$ cat src/rtl/memory_access_if.sv
// rtl/memory_access_if.sv - data memory req/ack bus between the memory stage and the data memory
`timescale 1ns/1ps

interface memory_access_if #(
    parameter int WIDTH = 32
);
    logic             dmem_req;
    logic             dmem_we;
    logic [WIDTH-1:0] dmem_addr;
    logic [WIDTH-1:0] dmem_wdata;
    logic [3:0]       dmem_wstrb;
    logic             dmem_ack;
    logic [WIDTH-1:0] dmem_rdata;

    modport master (
        output dmem_req,
        output dmem_we,
        output dmem_addr,
        output dmem_wdata,
        output dmem_wstrb,
        input  dmem_ack,
        input  dmem_rdata
    );

    modport slave (
        input  dmem_req,
        input  dmem_we,
        input  dmem_addr,
        input  dmem_wdata,
        input  dmem_wstrb,
        output dmem_ack,
        output dmem_rdata
    );
endinterface

$ cat src/rtl/memory_access.sv
// rtl/memory_access.sv - memory pipeline stage: issues loads/stores, aligns load data, forwards to writeback
`timescale 1ns/1ps

module memory_access #(
    parameter int WIDTH   = 32,
    parameter int TIMEOUT = 255
) (
    input  logic             clk,
    input  logic             reset,
    input  logic             halt,
    input  logic [WIDTH-1:0] i_rd,
    input  logic [WIDTH-1:0] i_rd_sel,
    input  logic [WIDTH-1:0] i_pc,
    input  logic             sig_i_mem_wr_en,
    input  logic             sig_i_mem_rd_en,
    input  logic [WIDTH-1:0] i_mem_wr_data,
    input  logic [2:0]       i_mem_rw_size,
    output logic             o_stall,
    output logic [WIDTH-1:0] o_rd,
    output logic [WIDTH-1:0] o_rd_sel,
    output logic [WIDTH-1:0] o_pc,
    output logic             o_fault,
    memory_access_if.master  dmem
);

    localparam int CW = (TIMEOUT > 1) ? $clog2(TIMEOUT + 1) : 1;
    localparam logic [CW-1:0] CNT_LAST = CW'((TIMEOUT > 0) ? TIMEOUT - 1 : 0);

    typedef enum logic [1:0] {
        IDLE,
        WAIT,
        DONE
    } state_t;

    state_t           state;
    logic [1:0]       lat_lane;
    logic [2:0]       lat_size;
    logic             lat_we;
    logic [WIDTH-1:0] lat_sel;
    logic [WIDTH-1:0] lat_pc;
    logic [WIDTH-1:0] lat_val;
    logic [CW-1:0]    wait_cnt;

    logic             mem_op;
    logic             access_fault;
    logic [1:0]       lane;
    logic [WIDTH-1:0] st_wdata;
    logic [3:0]       st_wstrb;
    logic [WIDTH-1:0] rd_byte_sh;
    logic [WIDTH-1:0] rd_half_sh;
    logic [WIDTH-1:0] ld_value;

    assign mem_op  = sig_i_mem_wr_en | sig_i_mem_rd_en;
    assign lane    = i_rd[1:0];
    assign o_stall = (state == WAIT) | ((state == IDLE) & mem_op & ~halt);

    always_comb begin
        access_fault = 1'b0;
        case (i_mem_rw_size)
            3'd0, 3'd4: begin
            end
            3'd1, 3'd5: if (i_rd[0]) access_fault = 1'b1;
            3'd2:       if (lane != 2'b00) access_fault = 1'b1;
            default:    access_fault = 1'b1;
        endcase
        // Unsigned sizes only make sense for loads.
        if (sig_i_mem_wr_en && i_mem_rw_size[2]) access_fault = 1'b1;
        if (sig_i_mem_wr_en && sig_i_mem_rd_en)  access_fault = 1'b1;
    end

    always_comb begin
        st_wdata = i_mem_wr_data;
        st_wstrb = 4'b1111;
        case (i_mem_rw_size[1:0])
            2'd0: begin
                st_wdata = {4{i_mem_wr_data[7:0]}};
                st_wstrb = 4'b0001 << lane;
            end
            2'd1: begin
                st_wdata = {2{i_mem_wr_data[15:0]}};
                st_wstrb = 4'b0011 << {lane[1], 1'b0};
            end
            default: begin
                st_wdata = i_mem_wr_data;
                st_wstrb = 4'b1111;
            end
        endcase
    end

    assign rd_byte_sh = dmem.dmem_rdata >> {lat_lane, 3'b000};
    assign rd_half_sh = dmem.dmem_rdata >> {lat_lane[1], 4'b0000};

    always_comb begin
        ld_value = dmem.dmem_rdata;
        case (lat_size)
            3'd0:    ld_value = {{(WIDTH-8){rd_byte_sh[7]}}, rd_byte_sh[7:0]};
            3'd1:    ld_value = {{(WIDTH-16){rd_half_sh[15]}}, rd_half_sh[15:0]};
            3'd4:    ld_value = {{(WIDTH-8){1'b0}}, rd_byte_sh[7:0]};
            3'd5:    ld_value = {{(WIDTH-16){1'b0}}, rd_half_sh[15:0]};
            default: ld_value = dmem.dmem_rdata;
        endcase
    end

    always_ff @(posedge clk) begin
        if (reset) begin
            state           <= IDLE;
            lat_lane        <= '0;
            lat_size        <= '0;
            lat_we          <= 1'b0;
            lat_sel         <= '0;
            lat_pc          <= '0;
            lat_val         <= '0;
            wait_cnt        <= '0;
            o_rd            <= '0;
            o_rd_sel        <= '0;
            o_pc            <= '0;
            o_fault         <= 1'b0;
            dmem.dmem_req   <= 1'b0;
            dmem.dmem_we    <= 1'b0;
            dmem.dmem_addr  <= '0;
            dmem.dmem_wdata <= '0;
            dmem.dmem_wstrb <= 4'b0000;
        end else begin
            o_fault <= 1'b0;
            case (state)
                IDLE: begin
                    if (halt) begin
                        o_rd     <= '0;
                        o_rd_sel <= '0;
                    end else if (!mem_op) begin
                        o_rd     <= i_rd;
                        o_rd_sel <= i_rd_sel;
                        o_pc     <= i_pc;
                    end else if (access_fault) begin
                        o_rd     <= '0;
                        o_rd_sel <= '0;
                        o_pc     <= i_pc;
                        o_fault  <= 1'b1;
                    end else begin
                        lat_lane        <= lane;
                        lat_size        <= i_mem_rw_size;
                        lat_we          <= sig_i_mem_wr_en;
                        lat_sel         <= i_rd_sel;
                        lat_pc          <= i_pc;
                        wait_cnt        <= '0;
                        dmem.dmem_req   <= 1'b1;
                        dmem.dmem_we    <= sig_i_mem_wr_en;
                        dmem.dmem_addr  <= {i_rd[WIDTH-1:2], 2'b00};
                        dmem.dmem_wdata <= st_wdata;
                        dmem.dmem_wstrb <= sig_i_mem_wr_en ? st_wstrb : 4'b0000;
                        o_rd            <= '0;
                        o_rd_sel        <= '0;
                        state           <= WAIT;
                    end
                end
                WAIT: begin
                    // An ack coinciding with the final timeout cycle still completes normally.
                    if (dmem.dmem_ack) begin
                        dmem.dmem_req   <= 1'b0;
                        dmem.dmem_wstrb <= 4'b0000;
                        lat_val         <= lat_we ? '0 : ld_value;
                        if (lat_we) lat_sel <= '0;
                        state           <= DONE;
                    end else if (TIMEOUT > 0 && wait_cnt == CNT_LAST) begin
                        dmem.dmem_req   <= 1'b0;
                        dmem.dmem_wstrb <= 4'b0000;
                        lat_val         <= '0;
                        lat_sel         <= '0;
                        o_fault         <= 1'b1;
                        state           <= DONE;
                    end else begin
                        wait_cnt <= wait_cnt + 1'b1;
                    end
                end
                DONE: begin
                    if (!halt) begin
                        o_rd     <= lat_val;
                        o_rd_sel <= lat_sel;
                        o_pc     <= lat_pc;
                        state    <= IDLE;
                    end
                end
                default: state <= IDLE;
            endcase
        end
    end

endmodule

$ cat src/flat_wrapper.sv
// flat-port wrapper written by rule: the top's interface ports become plain ports
module memory_access_flat 
#(
    parameter int WIDTH   = 32,
    parameter int TIMEOUT = 255
)
  (clk, reset, halt, i_rd, i_rd_sel, i_pc, sig_i_mem_wr_en, sig_i_mem_rd_en, i_mem_wr_data, i_mem_rw_size, o_stall, o_rd, o_rd_sel, o_pc, o_fault, dmem_dmem_req, dmem_dmem_we, dmem_dmem_addr, dmem_dmem_wdata, dmem_dmem_wstrb, dmem_dmem_ack, dmem_dmem_rdata);
  memory_access_if #(.WIDTH(WIDTH)) dmem_i ();
  input  logic clk;
  input  logic reset;
  input  logic halt;
  input  logic [WIDTH-1:0] i_rd;
  input  logic [WIDTH-1:0] i_rd_sel;
  input  logic [WIDTH-1:0] i_pc;
  input  logic sig_i_mem_wr_en;
  input  logic sig_i_mem_rd_en;
  input  logic [WIDTH-1:0] i_mem_wr_data;
  input  logic [2:0] i_mem_rw_size;
  output logic o_stall;
  output logic [WIDTH-1:0] o_rd;
  output logic [WIDTH-1:0] o_rd_sel;
  output logic [WIDTH-1:0] o_pc;
  output logic o_fault;
  output wire logic [$bits(dmem_i.dmem_req)-1:0] dmem_dmem_req;
  output wire logic [$bits(dmem_i.dmem_we)-1:0] dmem_dmem_we;
  output wire logic [$bits(dmem_i.dmem_addr)-1:0] dmem_dmem_addr;
  output wire logic [$bits(dmem_i.dmem_wdata)-1:0] dmem_dmem_wdata;
  output wire logic [$bits(dmem_i.dmem_wstrb)-1:0] dmem_dmem_wstrb;
  input wire logic [$bits(dmem_i.dmem_ack)-1:0] dmem_dmem_ack;
  input wire logic [$bits(dmem_i.dmem_rdata)-1:0] dmem_dmem_rdata;
  assign dmem_dmem_req = dmem_i.dmem_req;
  assign dmem_dmem_we = dmem_i.dmem_we;
  assign dmem_dmem_addr = dmem_i.dmem_addr;
  assign dmem_dmem_wdata = dmem_i.dmem_wdata;
  assign dmem_dmem_wstrb = dmem_i.dmem_wstrb;
  assign dmem_i.dmem_ack = dmem_dmem_ack;
  assign dmem_i.dmem_rdata = dmem_dmem_rdata;
  memory_access #(.WIDTH(WIDTH), .TIMEOUT(TIMEOUT)) u_core (.clk(clk), .reset(reset), .halt(halt), .i_rd(i_rd), .i_rd_sel(i_rd_sel), .i_pc(i_pc), .sig_i_mem_wr_en(sig_i_mem_wr_en), .sig_i_mem_rd_en(sig_i_mem_rd_en), .i_mem_wr_data(i_mem_wr_data), .i_mem_rw_size(i_mem_rw_size), .o_stall(o_stall), .o_rd(o_rd), .o_rd_sel(o_rd_sel), .o_pc(o_pc), .o_fault(o_fault), .dmem(dmem_i));
endmodule
$ cat config.mk
export PLATFORM = sky130hd
export DESIGN_NAME = memory_access_flat
export DESIGN_NICKNAME = d
export VERILOG_FILES = /design/src/rtl/memory_access_if.sv /design/src/rtl/memory_access.sv /design/src/flat_wrapper.sv
export SDC_FILE = /design/constraint.sdc
export NUM_CORES = 1
export LEC_CHECK = 0
export CAP_MARGIN = 10
export CELL_PAD_IN_SITES_DETAIL_PLACEMENT = 1
export CELL_PAD_IN_SITES_GLOBAL_PLACEMENT = 2
export CORE_MARGIN = 2
export CORE_UTILIZATION = 28
export DETAILED_ROUTE_END_ITERATION = 12
export PLACE_DENSITY = 0.9
export SLEW_MARGIN = 20
export SYNTH_ARGS = -nofsm -noshare
export SYNTH_HDL_FRONTEND = slang
export SYNTH_SLANG_ARGS = --single-unit
export TNS_END_PERCENT = 10
$ cat constraint.sdc
create_clock -name clk -period 2.05 [get_ports clk]
set_input_delay 0.41 -clock clk [delete_from_list [all_inputs] [get_ports clk]]
set_output_delay 0.41 -clock clk [all_outputs]
set_load 0.03 [all_outputs]
==> results of run 1 <==
==> Yosys cell counts (8+ instances only) <==
| master | number |
|---|---|
| dfxtp_1 | 276 |
| a21oi_1 | 162 |
| nand3_1 | 122 |
| o21ai_0 | 117 |
| nor2_1 | 103 |
| clkbuf_1 | 101 |
| a221oi_1 | 68 |
| nor3_1 | 67 |
| mux2i_1 | 55 |
| a211oi_1 | 43 |
| buf_2 | 41 |
| o2111ai_1 | 34 |
| nand2_1 | 33 |
| a221o_1 | 22 |
| a311oi_1 | 8 |
==> cell type report <==
| class | instances | area [µm²] |
|---|---|---|
| Fill cell | 4773 | 24400 |
| Multi-Input combinational cell | 923 | 5710 |
| Sequential cell | 276 | 5530 |
| Timing Repair Buffer | 425 | 4470 |
| Clock buffer | 50 | 1030 |
| Tap cell | 539 | 674 |
| Clock inverter | 8 | 97.6 |
| Inverter | 7 | 26.3 |
| Antenna cell | 4 | 10.0 |
==> critical path: cells and delay by family (launching register included) <==
family | cells | cell delay (ns)
buffers and inverters | 1 | 0.14
DFF | 1 | 0.32
and+or+nand+nor | 3 | 0.69
==> worst paths after layout <==
check                           startpoint  cells past startpoint                               to  slack (ns)
min                                  reset                      4   u_core.lat_val[7]$_SDFFE_PP0P_        0.40
min reg2reg  u_core.lat_pc[5]$_SDFFE_PP0P_                      2    u_core.lat_pc[5]$_SDFFE_PP0P_        0.48
max           u_core.state[1]$_SDFFE_PP0P_                      4                          o_stall       -0.04
max reg2reg   u_core.state[1]$_SDFFE_PP0P_                      6  u_core.wait_cnt[4]$_SDFFE_PP0P_        0.13
==> cell families (layout without fill, tap and decap cells) <==
group | count (synthesis) | count (layout) | share of synthesized area
and+or+nand+nor | 369 | 369 | 0.149
AOI/OAI and AO/OA | 492 | 492 | 0.273
muxes | 57 | 57 | 0.0491
other | 1 | 6 | 0.000315
buffers and inverters | 164 | 490 | 0.0617
xor gates and xnor gates | 1 | 1 | 0.000736
adders and majority gates | 2 | 2 | 0.00210
DFF | 276 | 276 | 0.464
==> routing by layer <==
| layer | vias up | GRT usage | part of all wire |
|---|---|---|---|
| li1 | 5724 | - | - |
| met1 | 6063 | 0.252 | 0.41 |
| met2 | 365 | 0.357 | 0.49 |
| met3 | 82 | 0.0480 | 0.066 |
| met4 | 0 | 0.0873 | 0.032 |
| met5 | - | 0 | 0 |
==> metrics by stage <==
stage,power [mW],TNS [ns]
after CTS,14.6,-0.0774
after global routing,15.0,-0.123
after detailed placement,8.38,-72.97
after floorplan,7.07,0
final,14.4,-0.0382
after global placement,8.33,-62.24
==> power by group through the flow <==
stage	logic [mW]	clock network, mW	registers [mW]
after floorplan	0.906	0	6.17
after global placement	2.49	0	5.84
after CTS	2.54	6.28	5.74
after detailed placement	2.53	0	5.85
final	2.53	6.10	5.74
after global routing	2.69	6.51	5.76
==> state kept, by name (all words and copies together) (netlist names) <==
name                    cells
u_core.o_rd_sel            32
u_core.dmem.dmem_wdata     32
u_core.lat_we               1
u_core.o_fault              1
u_core.dmem.dmem_addr      30
u_core.lat_pc              32
u_core.o_pc                32
u_core.state                2
u_core.lat_sel             32
u_core.lat_val             32
u_core.dmem.dmem_req        1
u_core.dmem.dmem_wstrb      4
u_core.o_rd                32
u_core.lat_lane             2
u_core.lat_size             3
u_core.wait_cnt             8
==> repair_timing <==
item | 4_1_cts | 5_1_grt
gates resized for setup | 16 | 9
hold buffers | 0 | 0
endpoints found under the setup margin | 13 | 9
buffers inserted | 1 | 0
pin swaps | 1 | 0
==> layout by cell type, fill, tap and decap left out, types with 5 or more instances in the layout <==
cell	count
o21ai_0	117
nand2_1	32
nand3_1	122
o31ai_1	5
clkdlybuf4s50_1	312
a311oi_1	8
buf_4	56
dlymetal6s2s_1	7
o2111ai_1	34
mux2i_1	55
clkbuf_16	35
inv_1	7
a211oi_1	43
or3_1	5
o221ai_1	7
nor2_1	103
a221o_1	22
dfxtp_1	275
a221oi_1	68
buf_12	35
nor3_1	66
a21oi_1	160
clkbuf_1	5
clkbuf_8	11
and2_1	7
dlygate4sd2_1	13
==> results_dict.tcl, run 1 <==
set metrics [dict create \
    drive_gt1_frac 0.100 \
    path_clk_slew_ns 0.06 \
    fin_nets 1838 \
    yosys-top-cells-area "dfxtp_1 46%, a21oi_1 6.8%, nand3_1 5.1%, a221oi_1 5.0%, o21ai_0 4.9%" \
    syn-cell-area_um2 11900 \
    hold_path.class "primary input to flip-flop" \
    track_usage 0.209 \
    via_count 12234 \
    cap_violations 0 \
    vdd_drop_max_v 0.000532 \
    tightest_slew_ns 0.960 \
    clock_path_buffers 3 \
    timing.hold.ws_ns 0.401 \
    rsz0062_at_grt "yes" \
    critical_path_class "flip-flop to primary output" \
    fin_cells 2232 \
    row_count 75 \
    synth-warning-count 0 \
    fin_worst_skew_ns 0.0240 \
    setup_viol 1 \
    start_util 0.284 \
    clkSinkCount 276 \
    fin_crit_sh 1.02 \
    insertion_delay_ns 0.53 \
    slowest_delay_ns 0.36 \
    min_period_ns 2.09 \
    post-route-util 0.418 \
    cp-end-kind "primary output" \
    p_sw_mw 3.95 \
    timing.fmax_mhz 479 \
    cts.htree.levels 2 \
    setup_ws_ns -0.0382 \
    drc 0 \
    synth-seq-area-share 0.464 \
    cts-root-buf "clkbuf_16" \
    grt_first_pass_wirelength_um 72900 \
    wire_per_inst_um 21.3 \
    crit_chain "or2_4 > or3_4 > nand2_2 > buf_6" \
    port-buffer-count 334 \
    arrival_ns 1.68 \
    p_leak_nw 6.51 \
    tritoncts "done" \
    path_max_fanout 4 \
    placed_area_um2 16400 \
    grt.overflow.total 0 \
    max_slew_margin 0.359 \
    grt_pass1_vias 12694 \
    start_kind "flip-flop" \
    grt_max_degree 152 \
    dr.pass1.iters 5 \
    drtIter0Drc 797 \
    power_density_nw_per_um2 818 \
    yosys.area.top_type "dfxtp_1" \
    synth_edf_count 0 \
    synth_top_area_share 0.464 \
    ant_nets 0 \
    gp_congestion 0.852 \
    power_frac_seq 0.399 \
    hold_violations 0 \
    syn_avg_cell_area_um2 8.74 \
    p_int_mw 10.4 \
    wirelength_um 47400 \
    clockPowerShare 0.425 \
    synthArstFlopShare 0 \
    power.switching_fraction 0.275 \
    power_frac_comb 0.176 \
    dieArea_um2 44200 \
    violations "setup timing" \
    cts_made_buffers 34 \
    areaGrowthSynthToFinish_pct 47.4 \
    core_area_um2 41900 \
    pre_cts_slack_ns -0.411 \
    crit_slowest_cell "or3_4" \
    hpwl_um 32900 \
    outcome "complete, but fails checks" \
    slew_viol_final 0 \
    synth_flop_cell "dfxtp_1" \
    viasPerCell 5.48 \
    io_pins 337 \
    die_h_um 210 \
    place_inst 2169 \
    fin_area_um2 17600 \
    antenna_found_initial 4 \
    ys_ff_latch 276 \
    die_w_um 210 \
    syn_inst 1362 \
    worst_ep_required_time_ns 1.64 \
    synth.distinct_cells 59 \
]
No activity file was read; power rests on OpenSTA's default activity.
==> run 2: changes to the inputs <==
Clock period 2.05 ns to 2.3 ns, I/O delays scaled along.
==> results_dict.tcl, run 2 (synthesized netlist as in run 1, its figures left out) <==
set metrics [dict create \
    fin_area_um2 17400 \
    fill_cells 4790 \
    tns_ns 0 \
    clock_path_buffers 3 \
    wire_per_inst_um 21.4 \
    final_common_cell "clkdlybuf4s50_1" \
    vdd_drop_max_v 0.000414 \
    hold_path.class "primary input to flip-flop" \
    regArea_um2 5530 \
    postCtsHoldBufs 0 \
    path_max_fanout 3 \
    row_count 75 \
    finalPower_mw 12.8 \
    holdPathStages 2 \
    multi_input_area_um2 5710 \
    timing.hold.ws_ns 0.171 \
    dieArea_um2 44200 \
    gp_congestion 0.858 \
    hpwl_um 32600 \
    min_period_ns 2.22 \
    start_util 0.284 \
    drive_gt1_frac 0.0905 \
    drtIter0Drc 660 \
    port-buffer-count 334 \
    antenna_found_initial 4 \
    via_count 12082 \
    tritoncts "done" \
    grt_first_pass_wirelength_um 73000 \
    die_w_um 210 \
    slew_viol_final 0 \
    crit_chain "or2_2 > or3_4 > nand2_1 > buf_6" \
    slowest_delay_ns 0.36 \
    crit_slowest_cell "or3_4" \
    hold_start "reset" \
    die_h_um 210 \
    grt.overflow.total 0 \
    cts_made_buffers 35 \
    max_slew_margin 0.490 \
    rsz0062_at_grt "no" \
    power_density_nw_per_um2 736 \
    start_kind "flip-flop" \
    dr.pass1.iters 4 \
    viasPerCell 5.44 \
    cap_violations 0 \
    grt_max_degree 134 \
    rr_startpoint "u_core.state[1]$_SDFFE_PP0P_" \
    cts.htree.levels 2 \
    p_leak_nw 6.25 \
    cts-root-buf "clkbuf_16" \
    setup_viol 0 \
    core_area_um2 41900 \
    fin_worst_skew_ns 0.0194 \
    track_usage 0.208 \
    ant_nets 0 \
    areaGrowthSynthToFinish_pct 45.8 \
    critical_path_class "flip-flop to primary output" \
    outcome "complete, no violations" \
    io_pins 337 \
    hold-path-endpoint "u_core.lat_size[0]$_SDFFE_PP0P_" \
    hold_violations 0 \
    timing.fmax_mhz 451 \
    arrival_ns 1.76 \
    path_buf_inv 1 \
    cp-end-kind "primary output" \
    grt_pass1_vias 12760 \
    ff2ff_setup_slack_ns 0.34 \
    fin_nets 1826 \
    placed_area_um2 16200 \
    worst_ep_required_time_ns 1.84 \
    insertion_delay_ns 0.53 \
    mostFrequentLayoutCells "330 x clkdlybuf4s50_1, 276 x dfxtp_1, 160 x a21oi_1" \
    wirelength_um 47600 \
    clkSinkCount 276 \
    path_clk_slew_ns 0.06 \
    tightest_slew_ns 0.765 \
    ff2ff_path_depth 6 \
    crit_family "simple AND/OR/NAND/NOR gates" \
    cp_num_cells 4 \
    r2r-end "u_core.wait_cnt[2]$_SDFFE_PP0P_" \
    fin_crit_sh 0.963 \
    drc 0 \
]
## run 2: cell count changes in the layout (fill, tap and decap cells not counted), sizes merged, moves of 4 or more
cell           delta
buf              -13
clkbuf            +4
clkdlybuf4s50    +18
dlygate4sd2      -11
dlymetal6s2s      -7
## run 2: per-layer routing
layer	up-vias	GRT usage	wire length (µm)	part of all wire
met4	0	0.0849	1570	0.033
met5	-	0	0	0
met3	81	0.0459	2710	0.057
met2	332	0.360	23400	0.49
li1	5692	-	-	-
met1	5977	0.251	19900	0.42
## run 2: what timing repair did
action	4_1_cts	5_1_grt
setup endpoints to repair	1	0
gates resized for setup	3	0
setup buffers	1	0
## run 2: area by class of cell
| cell class | instances | share of cell area |
|---|---|---|
| multi-input combinational | 923 | 0.329 |
| sequential | 276 | 0.318 |
| timing repair buffer | 412 | 0.247 |
| clock buffer | 54 | 0.0616 |
| tap | 539 | 0.0388 |
| clock inverter | 7 | 0.00404 |
| inverter | 7 | 0.00151 |
| antenna | 2 | 0.000288 |
## run 2: metrics by stage
stage          instances  worst slack [ns]  utilization
6_report            2220            0.0842        0.414
5_1_grt             2220            0.0286        0.414
4_1_cts             2218            0.0384        0.414
3_5_place_dp        2156            -0.163        0.386
3_3_place_gp        2156           -0.0852        0.386
2_1_floorplan       1363             0.279            -
## run 2: worst max-delay path by stage
stage	from	endpoint	slack [ns]
4_1_cts	u_core.state[1]$_SDFFE_PP0P_	o_stall	0.04
3_3_place_gp	sig_i_mem_wr_en	u_core.wait_cnt[4]$_SDFFE_PP0P_	-0.09
2_1_floorplan	sig_i_mem_wr_en	o_stall	0.28
5_1_grt	u_core.state[1]$_SDFFE_PP0P_	o_stall	0.03
6_report	u_core.state[1]$_SDFFE_PP0P_	o_stall	0.08
3_5_place_dp	sig_i_mem_wr_en	u_core.o_pc[1]$_SDFFE_PP0P_	-0.16
## run 2: where the power goes
| group | total (mW) | switching (mW) | internal, mW |
|---|---|---|---|
| clock | 5.45 | 2.14 | 3.31 |
| combinational | 2.21 | 1.28 | 0.936 |
| sequential | 5.12 | 0.121 | 5.00 |
==> run 3: changes to the inputs <==
Settings changed: ABC_AREA set to 1, CORE_UTILIZATION 28 to 26.
Clock period 2.3 ns to 2.5 ns, I/O delays scaled along.
==> results_dict.tcl, run 3 <==
set metrics [dict create \
    cts_setup_buffers 0 \
    crit_start "u_core.state[0]$_SDFFE_PP0P_" \
    gp_congestion 0.791 \
    fin_nets 2089 \
    vdd_drop_max_v 0.000380 \
    tritoncts "done" \
    ys_ff_latch 276 \
    cp-end-kind "primary output" \
    insertion_delay_ns 0.54 \
    yosys.area.top_type "dfxtp_1" \
    die_w_um 216 \
    setup_viol 0 \
    clkSinkCount 276 \
    multi_input_area_um2 5260 \
    dieArea_um2 46600 \
    wire_per_inst_um 18.1 \
    hold_violations 0 \
    path_max_fanout 5 \
    drc 0 \
    path_clk_slew_ns 0.06 \
    yosys-top-cells-count "365 x nand2_1, 276 x dfxtp_1, 211 x o21ai_0, 210 x a21oi_1, 133 x nor2_1" \
    syn_avg_cell_area_um2 7.19 \
    fin_worst_skew_ns 0.0187 \
    place_inst 2473 \
    row_count 77 \
    synth_flop_cell "dfxtp_1" \
    max_slew_margin 0.433 \
    antenna_found_initial 4 \
    p_leak_nw 6.09 \
    die_h_um 216 \
    critical_path_class "flip-flop to primary output" \
    synth_most_common_cell "nand2_1" \
    finalPower_mw 11.9 \
    ctsResizeCount 0 \
    min_period_ns 2.35 \
    grt_max_degree 137 \
    cap_violations 0 \
    syn_inst 1622 \
    grt_first_pass_wirelength_um 71900 \
    cts-root-buf "clkbuf_16" \
    hold_path.class "primary input to flip-flop" \
    power_density_nw_per_um2 701 \
    arrival_ns 1.85 \
    synth.distinct_cells 29 \
    cts.htree.levels 2 \
    start_kind "flip-flop" \
    timing.fmax_mhz 425 \
    synthArstFlopShare 0 \
    io_pins 337 \
    worst_ep_required_time_ns 2.00 \
    timing.hold.ws_ns 0.432 \
    slew_viol_final 0 \
    drtIter0Drc 570 \
    fill_cells 5306 \
    hold_start "reset" \
    port-buffer-count 334 \
    fin_cells 2531 \
    synth_edf_count 0 \
    grt_pass1_vias 12755 \
    yosys-top-cells-area "dfxtp_1 47%, nand2_1 12%, o21ai_0 9.1%, a21oi_1 9.0%, nor2_1 4.3%" \
    dr.pass1.iters 5 \
    syn-cell-area_um2 11700 \
    core_area_um2 44200 \
    cts_made_buffers 35 \
    placed_area_um2 15800 \
    wirelength_um 45900 \
    rr_startpoint "u_core.lat_lane[1]$_SDFFE_PP0P_" \
    ant_nets 0 \
    areaGrowthSynthToFinish_pct 45.3 \
    regArea_um2 5530 \
    grt.overflow.total 0 \
    start_util 0.264 \
    via_count 12102 \
    clock_path_buffers 3 \
    postCtsHoldBufs 0 \
    synth-seq-area-share 0.474 \
    viasPerCell 4.78 \
    track_usage 0.193 \
    hpwl_um 32200 \
    rsz0062_at_grt "no" \
    drive_gt1_frac 0.0655 \
    tns_ns 0 \
    synth_top_area_share 0.474 \
    fin_crit_sh 0.941 \
    fin_area_um2 17000 \
    final_common_cell "nand2_1" \
    tightest_slew_ns 0.850 \
    mostFrequentLayoutCells "365 x nand2_1, 332 x clkdlybuf4s50_1, 276 x dfxtp_1" \
    synth-warning-count 0 \
    outcome "complete, no violations" \
]
[run 3: changes by cell type after synthesis, sizes merged, moves of 55 or more]
cell    before  now
a31oi        1   64
mux2i       55    0
nor3        67    6
inv          7   88
o21ai      119  221
nand2       33  368
a221oi      68    0
[run 3: kinds of logic after synthesis]
family	count (synthesis)	share of synthesized area
DFF	276	0.474
AOI/OAI and AO/OA	506	0.227
adders and majority gates	2	0.00215
and+or+nand+nor	621	0.219
buffers and inverters	216	0.0782
other	1	0.000322
[run 3: power by group]
| group | switching [mW] | internal [mW] |
|---|---|---|
| clock | 1.94 | 3.31 |
| combinational | 1.12 | 0.777 |
| sequential | 0.113 | 4.61 |
| total | 3.18 | 8.70 |
[run 3: worst paths after layout]
| kind | slack, ns | to | depth (start not counted) |
|---|---|---|---|
| setup / recovery | 0.15 | o_stall | 5 |
| hold / removal | 0.43 | u_core.o_pc[7]$_SDFFE_PP0P_ | 4 |
| setup reg to reg | 0.45 | u_core.lat_val[30]$_SDFFE_PP0P_ | 9 |
| hold reg to reg | 0.45 | u_core.lat_pc[24]$_SDFFE_PP0P_ | 2 |
[run 3: layout make-up]
type	instances	area share
sequential	276	0.326
multi-input combinational	1131	0.310
timing repair buffer	386	0.231
clock buffer	48	0.0594
tap	592	0.0437
inverter	88	0.0196
clock inverter	9	0.0100
antenna	1	0.000148
[run 3: metrics by stage]
| stage | util | setup WS [ns] |
|---|---|---|
| after floorplan | - | 0.655 |
| after global placement | 0.357 | 0.173 |
| after detailed placement | 0.357 | 0.0933 |
| after CTS | 0.383 | 0.112 |
| after global routing | 0.383 | 0.0602 |
| final | 0.383 | 0.148 |
[run 3: critical path, stage by stage (launching register included)]
cell,delay [ns]
dfxtp_1,0.53
inv_2,0.07
nand2_1,0.18
nor3_4,0.08
or2_2,0.32
buf_12,0.15
[run 3: per-layer routing]
| metal | share of wire | wire [µm] | vias up | global-route usage |
|---|---|---|---|---|
| li1 | - | - | 6004 | - |
| met1 | 0.44 | 20000 | 5758 | 0.231 |
| met2 | 0.48 | 21900 | 280 | 0.333 |
| met3 | 0.069 | 3170 | 56 | 0.0615 |
| met4 | 0.017 | 794 | 4 | 0.0485 |
| met5 | 0.00052 | 24 | - | 0 |
